[src/rtl/arbiter_wrr_if.sv]
// Bundle of request/weight inputs and grant-side outputs shared between the
// bus masters (master modport) and the weighted round-robin arbiter (slave modport).
interface arbiter_wrr_if #(
  parameter int NUM_PORTS = 4,
  parameter int WEIGHT_W  = 4,
  parameter int ID_W      = 2
);
  logic [0:NUM_PORTS-1]          request;
  logic [NUM_PORTS*WEIGHT_W-1:0] weight;
  logic [0:NUM_PORTS-1]          grant;
  logic [ID_W-1:0]               grant_id;
  logic                          active;
  logic                          expired;

  modport master (
    output request, weight,
    input  grant, grant_id, active, expired
  );

  modport slave (
    input  request, weight,
    output grant, grant_id, active, expired
  );
endinterface

[src/rtl/arbiter_wrr.sv]
// Weighted round-robin arbiter: each owner keeps a registered one-hot grant for up
// to its latched quota of cycles, handing over back-to-back with no idle bubble.
module arbiter_wrr #(
  parameter int NUM_PORTS = 4,
  parameter int WEIGHT_W  = 4,
  parameter int ID_W      = 2
) (
  input  logic          clk,
  input  logic          rst,
  arbiter_wrr_if.slave  bus
);

  typedef enum logic {IDLE, GRANT} state_t;

  state_t               state_q, state_d;
  logic [ID_W-1:0]      owner_q, owner_d;
  logic [ID_W-1:0]      ptr_q, ptr_d;
  logic [WEIGHT_W-1:0]  cnt_q, cnt_d;
  logic [WEIGHT_W-1:0]  q_q, q_d;
  logic [0:NUM_PORTS-1] grant_q, grant_d;
  logic                 exp_q, exp_d;
  logic [ID_W-1:0]      win;
  logic [ID_W-1:0]      nxt;
  logic                 take;

  // First requester at or after start, wrapping; starting just past the owner
  // naturally places the owner last in the scan.
  function automatic logic [ID_W-1:0] search(input logic [0:NUM_PORTS-1] req,
                                             input logic [ID_W-1:0] start);
    logic [ID_W-1:0] w;
    logic            found;
    int              idx;
    w     = '0;
    found = 1'b0;
    for (int k = 0; k < NUM_PORTS; k++) begin
      idx = (int'(start) + k) % NUM_PORTS;
      if (!found && req[idx]) begin
        found = 1'b1;
        w     = ID_W'(idx);
      end
    end
    return w;
  endfunction

  function automatic logic [WEIGHT_W-1:0] eff_quota(input logic [NUM_PORTS*WEIGHT_W-1:0] wv,
                                                    input logic [ID_W-1:0] p);
    logic [WEIGHT_W-1:0] v;
    v = wv[int'(p)*WEIGHT_W +: WEIGHT_W];
    return (v == '0) ? WEIGHT_W'(1) : v;
  endfunction

  function automatic logic [0:NUM_PORTS-1] onehot(input logic [ID_W-1:0] p);
    logic [0:NUM_PORTS-1] g;
    g    = '0;
    g[p] = 1'b1;
    return g;
  endfunction

  assign nxt = (owner_q == ID_W'(NUM_PORTS-1)) ? '0 : owner_q + 1'b1;

  always_ff @(posedge clk or negedge rst) begin
    if (!rst) begin
      state_q <= IDLE;
      owner_q <= '0;
      ptr_q   <= '0;
      cnt_q   <= '0;
      q_q     <= WEIGHT_W'(1);
      grant_q <= '0;
      exp_q   <= 1'b0;
    end else begin
      state_q <= state_d;
      owner_q <= owner_d;
      ptr_q   <= ptr_d;
      cnt_q   <= cnt_d;
      q_q     <= q_d;
      grant_q <= grant_d;
      exp_q   <= exp_d;
    end
  end

  always_comb begin
    state_d = state_q;
    owner_d = owner_q;
    ptr_d   = ptr_q;
    cnt_d   = cnt_q;
    q_d     = q_q;
    grant_d = grant_q;
    exp_d   = 1'b0;
    take    = 1'b0;
    win     = search(bus.request, ptr_q);
    unique case (state_q)
      IDLE: take = |bus.request;
      GRANT: begin
        // A dropped request always wins over quota expiry: no expired pulse.
        if (!bus.request[owner_q]) begin
          ptr_d = nxt;
          win   = search(bus.request, nxt);
          take  = |bus.request;
          if (!take) begin
            state_d = IDLE;
            grant_d = '0;
          end
        end else if (cnt_q == q_q - 1'b1) begin
          exp_d = 1'b1;
          ptr_d = nxt;
          win   = search(bus.request, nxt);
          take  = 1'b1;
        end else begin
          cnt_d = cnt_q + 1'b1;
        end
      end
    endcase
    if (take) begin
      state_d = GRANT;
      owner_d = win;
      cnt_d   = '0;
      q_d     = eff_quota(bus.weight, win);
      grant_d = onehot(win);
    end
  end

  always_comb begin
    bus.grant    = grant_q;
    bus.grant_id = owner_q;
    bus.active   = |grant_q;
    bus.expired  = exp_q;
  end

endmodule

[src/flat_wrapper.sv]
// flat-port wrapper written by rule: the top's interface ports become plain ports
module arbiter_wrr_flat 
#(
  parameter int NUM_PORTS = 4,
  parameter int WEIGHT_W  = 4,
  parameter int ID_W      = 2
)
  (clk, rst, bus_request, bus_weight, bus_grant, bus_grant_id, bus_active, bus_expired);
  arbiter_wrr_if #(.NUM_PORTS(NUM_PORTS), .WEIGHT_W(WEIGHT_W), .ID_W(ID_W)) bus_i ();
  input  logic clk;
  input  logic rst;
  input wire logic [$bits(bus_i.request)-1:0] bus_request;
  input wire logic [$bits(bus_i.weight)-1:0] bus_weight;
  output wire logic [$bits(bus_i.grant)-1:0] bus_grant;
  output wire logic [$bits(bus_i.grant_id)-1:0] bus_grant_id;
  output wire logic [$bits(bus_i.active)-1:0] bus_active;
  output wire logic [$bits(bus_i.expired)-1:0] bus_expired;
  assign bus_i.request = bus_request;
  assign bus_i.weight = bus_weight;
  assign bus_grant = bus_i.grant;
  assign bus_grant_id = bus_i.grant_id;
  assign bus_active = bus_i.active;
  assign bus_expired = bus_i.expired;
  arbiter_wrr #(.NUM_PORTS(NUM_PORTS), .WEIGHT_W(WEIGHT_W), .ID_W(ID_W)) u_core (.clk(clk), .rst(rst), .bus(bus_i));
endmodule
[config.mk]
export PLATFORM = sky130hd
export DESIGN_NAME = arbiter_wrr_flat
export DESIGN_NICKNAME = d
export VERILOG_FILES = /design/src/rtl/arbiter_wrr_if.sv /design/src/rtl/arbiter_wrr.sv /design/src/flat_wrapper.sv
export SDC_FILE = /design/constraint.sdc
export NUM_CORES = 1
export LEC_CHECK = 0
export BUFFER_PORTS_ARGS = -buffer_cell sky130_fd_sc_hd__buf_2
export CAP_MARGIN = 20
export CELL_PAD_IN_SITES_DETAIL_PLACEMENT = 1
export CELL_PAD_IN_SITES_GLOBAL_PLACEMENT = 2
export CORE_MARGIN = 1.5
export CORE_UTILIZATION = 32
export CTS_CLUSTER_SIZE = 14
export DETAILED_ROUTE_END_ITERATION = 10
export GPL_TIMING_DRIVEN = 1
export PLACE_DENSITY = 0.83
export SYNTH_ARGS = -nofsm -noshare
export SYNTH_HDL_FRONTEND = slang
export SYNTH_SLANG_ARGS = --single-unit
[constraint.sdc]
create_clock -name clk -period 3.8 [get_ports clk]
set_input_delay 0.38 -clock clk [delete_from_list [all_inputs] [get_ports clk]]
set_output_delay 0.38 -clock clk [all_outputs]
set_load 0.02 [all_outputs]
======== Word-level counts from Yosys, hierarchy flattened ========
Index checks and enable logic that the tools add are counted.
cells by class
  add/subtract/negate cells ............... 9
  shift-type cells ........................ 1
  multiplexer cells ....................... 87
  reduce and logical (&&, ||, !) cells .... 33
  multipliers ............................. 0
  div/mod/pow operators ................... 0
  equal/unequal tests ..................... 6
  bitwise gates (word level) .............. 17
  order comparisons ....................... 11
operator list
  operator                                                             number
  greater-or-equal comparator 32 x 3 -> 1 bit (second input constant)  8
  inverter 32 bit                                                      6
  inverter 2 -> 32 bit                                                 2
  2-to-1 mux 1 bit                                                     50
  2-to-1 mux 4 bit                                                     9
  2-to-1 mux 2 bit                                                     17
  binary-select mux 1 bit (select 2 bit)                               9
  variable part select 16 x 5 -> 4 bit                                 1
  OR reduction 2 bit                                                   6
  logical AND 1 bit                                                    10
  zero test 1 bit                                                      9
  adder 2 bit (second input constant)                                  4
  OR reduction 4 bit                                                   2
  adder 2 x 1 -> 2 bit (second input constant)                         3
  bitwise AND 1 bit (first input constant)                             6
  greater-or-equal comparator 3 bit (second input constant)            2
  != test 2 x 1 -> 1 bit (second input constant)                       3
  inverter 2 -> 3 bit                                                  2
  AND reduction 3 bit                                                  2
  adder 4 x 1 -> 4 bit (second input constant)                         1
  == test 4 bit                                                        1
  zero test 4 bit                                                      1
  nonzero test 2 bit                                                   2
  subtractor 4 x 1 -> 4 bit (second input constant)                    1
  other kinds (7)                                                      7
storage, ports and cells
  output and inout bits ................... 8
  flip-flop bits (word level) ............. 18
  RAM bits ................................ 0
  latch bits .............................. 0
  memories ................................ 0
  bits in read-only memories .............. 0
  logic and storage cells ................. 171

======== Depth between registers and ports, before layout ========
Gate-level depths: netlist of run 1.
  word-level depth ........................ 34
  gate-level depth with buffers ........... 10

======== Worst setup path after synthesis of run 1 ========
Ideal clock, no wire load.
  kind .................................... register to register
  start point ............................. register u_core.q_q[0]
  end point ............................... register u_core.q_q[0]
  cell stages (with the launch flop) ...... 11
  library setup time ...................... 62 ps
  path slack .............................. 1,127 ps
  arrival ................................. 2,611 ps
  cell sequence ........................... dfstp_2 > inv_1 > ha_1 > xor3_1 > nor3_2 > a31o_4 > buf_12 > mux2i_1 > o211ai_1 > a222oi_1 > o31a_1
on the way
  longest elaborated chain between the ends .. 8
  elaborated cells between the ends (all ways) .. 11
ends and longest elaborated chain
  item                                  RTL line            text
  start, declared                       arbiter_wrr.sv:19   logic [WEIGHT_W-1:0] q_q, q_d;
  start signal, assigned                arbiter_wrr.sv:75   q_q <= q_d;
  subtractor 4 x 1 -> 4 bit *           arbiter_wrr.sv:103  end else if (cnt_q == q_q - 1'b1) begin
  == test 4 bit *                       arbiter_wrr.sv:103
  2-to-1 mux 2 bit                      arbiter_wrr.sv:103
  2-to-1 mux 2 bit                      arbiter_wrr.sv:95   if (!bus.request[owner_q]) begin
  2-to-1 mux 2 bit                      arbiter_wrr.sv:91   unique case (state_q)
  variable part select 16 x 5 -> 4 bit  arbiter_wrr.sv:48   v = wv[int'(p)*WEIGHT_W +: WEIGHT_W];
  zero test 4 bit                       arbiter_wrr.sv:49   return (v == '0) ? WEIGHT_W'(1) : v;
  2-to-1 mux 4 bit                      arbiter_wrr.sv:49
Every way passes the cells marked *; elsewhere a longest branch is shown, timed or not.
A chain may end at the register's enable or synchronous reset.

======== Final worst setup path of run 1 ========
Same ends and word-level chain as after synthesis.

==> out/summary.txt, run 1 <==
Die Ht = 65.5 um
Req. time, crit path = 4.00 ns
Num CTS Buffers = 3
antenna violations before repair = 0
clk_lat worst skew = 0.25 ns
CTS Sinks = 18
Yosys top cell area share = 34.0%
drt wl/cell = 15.8 um
Setup crit start kind = register
WHS = 0.0533 ns
Final Cycle Share = 77.7%
peak supply drop = 0.420 mV
synthesized flop and latch total = 18
fin area = 1460 sq um
Slew Limit Fails = 0
Crit path largest cell delay = 0.55 ns
final wirelength = 3.27 mm
P&R area growth vs syn = 16.7%
Cell Area, Synth = 1250 sq um
Pleak = 0.702 nW
number of diodes = 0
synth top area cells = dfrtp_1 34%, o221ai_1 4.9%, mux2i_1 4.0%, inv_1 3.9%, nand2_1 3.9%
total grt overflow = 0
Nets = 185
crit path capture type = register
worst-case clock buffer depth = 2
routability cong. = 0.778
vias = 1,088
sequential area share after synthesis = 36.1%
Final ANT Viol Nets = 0
Crit Reg-Reg Endpoint = u_core.q_q[0]$_DFFE_PN1P_
slowest CP cell = dfstp_2
Worst Tran Pin Value = 0.591 ns
R2R Path Start = u_core.q_q[0]$_DFFE_PN1P_
Tmin final = 2.95 ns
CTS tree = done
Core ar. = 3720 sq um
Clock Pin Slew Worst Setup and Hold Paths = 0.07 ns
area of the die = 4290 sq um
die width = 65.5 um
Clock Skew = 0.00494 ns
syn_nets = 156
top_reg_cell synth = dfrtp_1
Yosys Warn Count = 0
number of standard cells after synthesis = 131
Placement Rows = 22
DRT iter0 DRCs = 53
global-route wire length before repair = 5.57 mm
DP Wirelength = 2.61 mm
Ports = 30
cell accounting for the most synthesized area = dfrtp_1
Area after DPL = 1400 sq um
largest fanout on the critical path = 11
Crit Path Class = reg2reg
r2r setup slk = 0.85 ns
# DRC = 0
total track usage = 16.6%
final setup vio count = 0
Post-CTS Setup Bufs = 0
Yosys cell types = 43
Clock Tree Root = clkbuf_8
most frequent cell after synthesis = dfrtp_1
unrepaired setup endpoints after global routing = no
outcome = complete, no violations
H-tree levels = 1
CTS Hold Bufs = 0
top post-synthesis cells by count = 17 x dfrtp_1, 13 x inv_1, 13 x nand2_1
layout cells sized above 1 = 26.4%
critical-path cell list = inv_1 -> ha_1 -> xor3_1 -> nor3_2 -> a31o_4 -> mux2i_1 -> o211ai_1 -> a222oi_1 -> o31a_1
Starting Density = 33.6%
Final Total Pwr = 0.00143 W
Achievable Freq = 0.339 GHz
setup_tns = 0 ns
EDFF count, synth = 0
ys async rst share = 100%
CTS resizes = 0
pin count of the biggest net entering global routing = 19
Vias/cell = 5.26
vias in the first global route = 1,197
Syn Area/Cell = 9.54 sq um
HP Class = in2async
Cell Pwr Density = 978 nW/um^2
final hold vios = 0
number of buffers added on ports = 29
first-pass iteration count of the detailed router = 4
CP arrival = 3.15 ns
Layout fillers = 457
Finished Core Util = 39.3%
R2R cell count = 9
Rel. slew slack = 60.2%
Max-Cap Viols = 0
-- final cells by class --
type | count | area (sq um) | area share, %
multi-input combinational | 95 | 698 | 47.9
clock buffer | 4 | 55.1 | 3.77
timing repair buffer | 29 | 145 | 9.95
tap | 48 | 60.1 | 4.12
inverter | 13 | 48.8 | 3.34
sequential | 18 | 452 | 31.0
-- stage by stage --
stage / cells / setup WS (ns)
3_3_place_gp: 203 / 0.981
3_5_place_dp: 203 / 0.874
5_1_grt: 207 / 0.666
2_1_floorplan: 131 / 1.13
6_report: 207 / 0.849
4_1_cts: 207 / 0.847
-- cell families after synthesis --
group | count (synthesis) | synth area share, %
flip-flops | 18 | 36.1
XOR/XNOR | 7 | 6.11
AND/OR/NAND/NOR | 37 | 14.2
buffers and inverters | 18 | 8.01
adder cells (fa/ha/maj) | 3 | 3.00
AO/OA/AOI/OAI | 39 | 23.7
multiplexers | 9 | 8.81
-- per-layer routing --
| layer | vias up | wire length (um) | track usage (%) |
|---|---|---|---|
| met4 | 0 | 25 | 2.86 |
| met1 | 525 | 1560 | 22.0 |
| met5 | - | 0 | 0 |
| met2 | 24 | 1580 | 28.4 |
| met3 | 2 | 97 | 3.25 |
| li1 | 537 | - | - |
-- sequential cells by signal, indices dropped and copies added (netlist names) --
| name | flops |
|---|---|
| u_core.cnt_q | 4 |
| u_core.bus.expired | 1 |
| u_core.ptr_q | 2 |
| u_core.q_q | 4 |
| u_core.bus.grant_id | 2 |
| u_core.state_q | 1 |
| u_core.bus.grant | 4 |
-- report_power, final --
group          switching, W  internal [W]
Sequential        0.0000759      0.000277
Combinational      0.000535      0.000380
Clock             0.0000662     0.0000920
Total              0.000678      0.000749
-- placed cells by master (no fill, tap or decap), drive strengths merged, types with 4 or more instances in the layout --
cell type  instances
dfrtp             17
mux2i              5
nor2               9
nand3              4
nand2             13
a21oi              4
buf               29
o21ai              8
clkbuf             4
o211ai             6
inv               13
o221ai             7
-- critical path: cells and delay by family, from the launching register on --
family,cells,cell delay [ns]
flip-flops,1,0.55
multiplexers,1,0.39
XOR/XNOR,1,0.37
AO/OA/AOI/OAI,4,1.03
AND/OR/NAND/NOR,1,0.29
buffers and inverters,1,0.07
adder cells (fa/ha/maj),1,0.19
-- worst max path at each step --
stage	to	depth (start not counted)	slack, ns	start
finish	u_core.q_q[0]$_DFFE_PN1P_	9	0.85	u_core.q_q[0]$_DFFE_PN1P_
global route	u_core.q_q[0]$_DFFE_PN1P_	9	0.67	u_core.q_q[0]$_DFFE_PN1P_
CTS	u_core.q_q[0]$_DFFE_PN1P_	9	0.85	u_core.q_q[0]$_DFFE_PN1P_
detailed placement	u_core.q_q[0]$_DFFE_PN1P_	9	0.87	u_core.q_q[0]$_DFFE_PN1P_
global placement	u_core.q_q[0]$_DFFE_PN1P_	9	0.98	u_core.q_q[0]$_DFFE_PN1P_
floorplan	u_core.q_q[0]$_DFFE_PN1P_	10	1.13	u_core.q_q[0]$_DFFE_PN1P_
Power figures use the tool's default switching activity.
==> inputs of run 2 (changes only) <==
--- a/config.mk
+++ b/config.mk
@@ -10,11 +10,11 @@
 export CELL_PAD_IN_SITES_DETAIL_PLACEMENT = 1
 export CELL_PAD_IN_SITES_GLOBAL_PLACEMENT = 2
 export CORE_MARGIN = 1.5
-export CORE_UTILIZATION = 32
+export CORE_UTILIZATION = 29
 export CTS_CLUSTER_SIZE = 14
 export DETAILED_ROUTE_END_ITERATION = 10
 export GPL_TIMING_DRIVEN = 1
-export PLACE_DENSITY = 0.83
+export PLACE_DENSITY = 0.79
 export SYNTH_ARGS = -nofsm -noshare
 export SYNTH_HDL_FRONTEND = slang
 export SYNTH_SLANG_ARGS = --single-unit
==> constraint.sdc (replaced) <==
create_clock -name clk -period 2.5 [get_ports clk]
set_input_delay 0.25 -clock clk [delete_from_list [all_inputs] [get_ports clk]]
set_output_delay 0.25 -clock clk [all_outputs]
set_load 0.02 [all_outputs]
==> run 2 against run 1 <==
Net effect: worst setup slack worse by 0.79 ns; critical endpoint unchanged; global-route usage is 0.83 points higher; fmax is 21% higher; power is 100% higher; sequential power is 51% higher; critical path type unchanged; core utilization is 4.1 points higher; combinational power is 130% higher; register-to-register slack worse by 0.79 ns; die area is 9.8% higher; non-clock buffer count is 26 higher; largest cell class unchanged; critical path depth stayed put.
==> out/summary.txt, run 2 (synthesis results as in run 1) <==
outcome = complete, no violations
total grt overflow = 0
most common cell after layout, fill and taps aside = buf_2
Max-Cap Viols = 0
Final Cycle Share = 97.5%
Achievable Freq = 0.410 GHz
final hold vios = 0
Pleak = 0.829 nW
Nets = 211
R2R Path Start = u_core.bus.grant_id[1]$_DFFE_PN0P_
worst-case clock buffer depth = 2
Hold Crit Endpoint = u_core.cnt_q[1]$_DFFE_PN0P_
Final Non-Filler Cells = 235
Worst Tran Pin Value = 0.519 ns
Tmin final = 2.44 ns
antenna violations before repair = 0
Slew Limit Fails = 0
Ports = 30
DRT iter0 DRCs = 28
Num CTS Buffers = 3
CP arrival = 2.64 ns
peak supply drop = 0.635 mV
largest fanout on the critical path = 6
vias in the first global route = 1,248
most frequent cells in the layout = 29 x buf_2, 23 x buf_4, 16 x dfrtp_1
first-pass iteration count of the detailed router = 4
CTS Sinks = 18
r2r setup slk = 0.06 ns
drt wl/cell = 15.6 um
unrepaired setup endpoints after global routing = yes
vias = 1,210
P&R area growth vs syn = 40.6%
Crit Path Class = reg2reg
fin area = 1760 sq um
Finished Core Util = 43.3%
number of diodes = 0
placed cells = 216
hold path start = bus_request[1]
hold depth = 4
HP Class = in2reg
final setup vio count = 0
pin count of the biggest net entering global routing = 19
Area after DPL = 1510 sq um
Setup crit start kind = register
H-tree levels = 1
clk_lat worst skew = 0.26 ns
Cell Pwr Density = 1650 nW/um^2
Req. time, crit path = 2.70 ns
Clock Pin Slew Worst Setup and Hold Paths = 0.08 ns
number of buffers added on ports = 29
# DRC = 0
Starting Density = 30.8%
Clock Tree Root = clkbuf_8
Placement Rows = 23
Clock Skew = 0.00292 ns
routability cong. = 0.763
global-route wire length before repair = 6.00 mm
DP Wirelength = 2.73 mm
Final ANT Viol Nets = 0
layout cells sized above 1 = 43.8%
total track usage = 17.4%
area of the die = 4710 sq um
CTS tree = done
Core ar. = 4060 sq um
setup_tns = 0 ns
R2R cell count = 9
die width = 68.7 um
final wirelength = 3.68 mm
crit path capture type = register
Die Ht = 68.7 um
Rel. slew slack = 65.1%
Vias/cell = 5.15
Crit Reg-Reg Endpoint = u_core.q_q[0]$_DFFE_PN1P_
==> run 2: cell count changes in the layout (fill, tap and decap cells not counted), moves of 2 or more <==
cell      delta
buf_4       +23
o221ai_1     -4
o221ai_2     +3
buf_6        +2
ha_1         -2
ha_4         +2
inv_1        -2
inv_2        +2
==> run 2: worst max-delay path, cell delays in order (launching register included) <==
cell,delay (ns)
dfrtp_2,0.45
ha_4,0.29
inv_2,0.05
mux2i_1,0.11
a221o_2,0.47
buf_4,0.17
o221ai_2,0.14
o211ai_1,0.14
a222oi_1,0.37
o31a_1,0.19
==> run 2: timing repair <==
action,4_1_cts,5_1_grt
hold endpoints to repair,17,0
endpoints found under the setup margin,1,3
hold buffers,1,0
resized for setup,7,9
pin swaps,7,12
buffers inserted,4,10
==> run 2: how the worst max path moves through the flow <==
stage	start	to	slack, ns	depth (start not counted)
detailed placement	u_core.bus.grant_id[1]$_DFFE_PN0P_	u_core.q_q[0]$_DFFE_PN1P_	-0.10	8
finish	u_core.bus.grant_id[1]$_DFFE_PN0P_	u_core.q_q[0]$_DFFE_PN1P_	0.06	9
floorplan	u_core.q_q[0]$_DFFE_PN1P_	u_core.q_q[0]$_DFFE_PN1P_	0.02	10
CTS	u_core.bus.grant_id[1]$_DFFE_PN0P_	u_core.q_q[0]$_DFFE_PN1P_	0.006	9
global placement	u_core.bus.grant_id[1]$_DFFE_PN0P_	u_core.q_q[0]$_DFFE_PN1P_	0.01	8
global route	u_core.q_q[0]$_DFFE_PN1P_	u_core.q_q[0]$_DFFE_PN1P_	-0.03	9
==> run 2: cell type report <==
class	count	area, sq um
Fill cell	479	2300
Timing Repair Buffer	55	350
Tap cell	50	62.6
Sequential cell	18	453
Clock buffer	4	55.1
Inverter	13	48.8
Multi-Input combinational cell	95	788
==> run 2: power breakdown <==
| part | switching, W | total [W] | internal, W |
|---|---|---|---|
| combinational | 0.00105 | 0.00212 | 0.00107 |
| sequential | 0.000110 | 0.000532 | 0.000422 |
| clock | 0.000110 | 0.000250 | 0.000140 |
| total | 0.00127 | 0.00290 | 0.00163 |
==> run 2: metal layers <==
layer  GRT usage, %  share of wire, %  routed length [um]
met5              0                 0                   0
met3           1.95               2.6                  96
met2           29.6                48                1780
met1           23.2                47                1740
met4           5.25               1.6                  58
==> run 2: through the flow <==
| stage | hold slack [ns] | power [W] | setup WS, ns |
|---|---|---|---|
| 3_5_place_dp | 0.217 | 0.00219 | -0.103 |
| 3_3_place_gp | 0.217 | 0.00213 | 0.00968 |
| 6_report | 0.394 | 0.00290 | 0.0622 |
| 4_1_cts | 0.389 | 0.00262 | 0.00596 |
| 5_1_grt | 0.448 | 0.00312 | -0.0273 |
| 2_1_floorplan | -0.0456 | 0.00171 | 0.0242 |
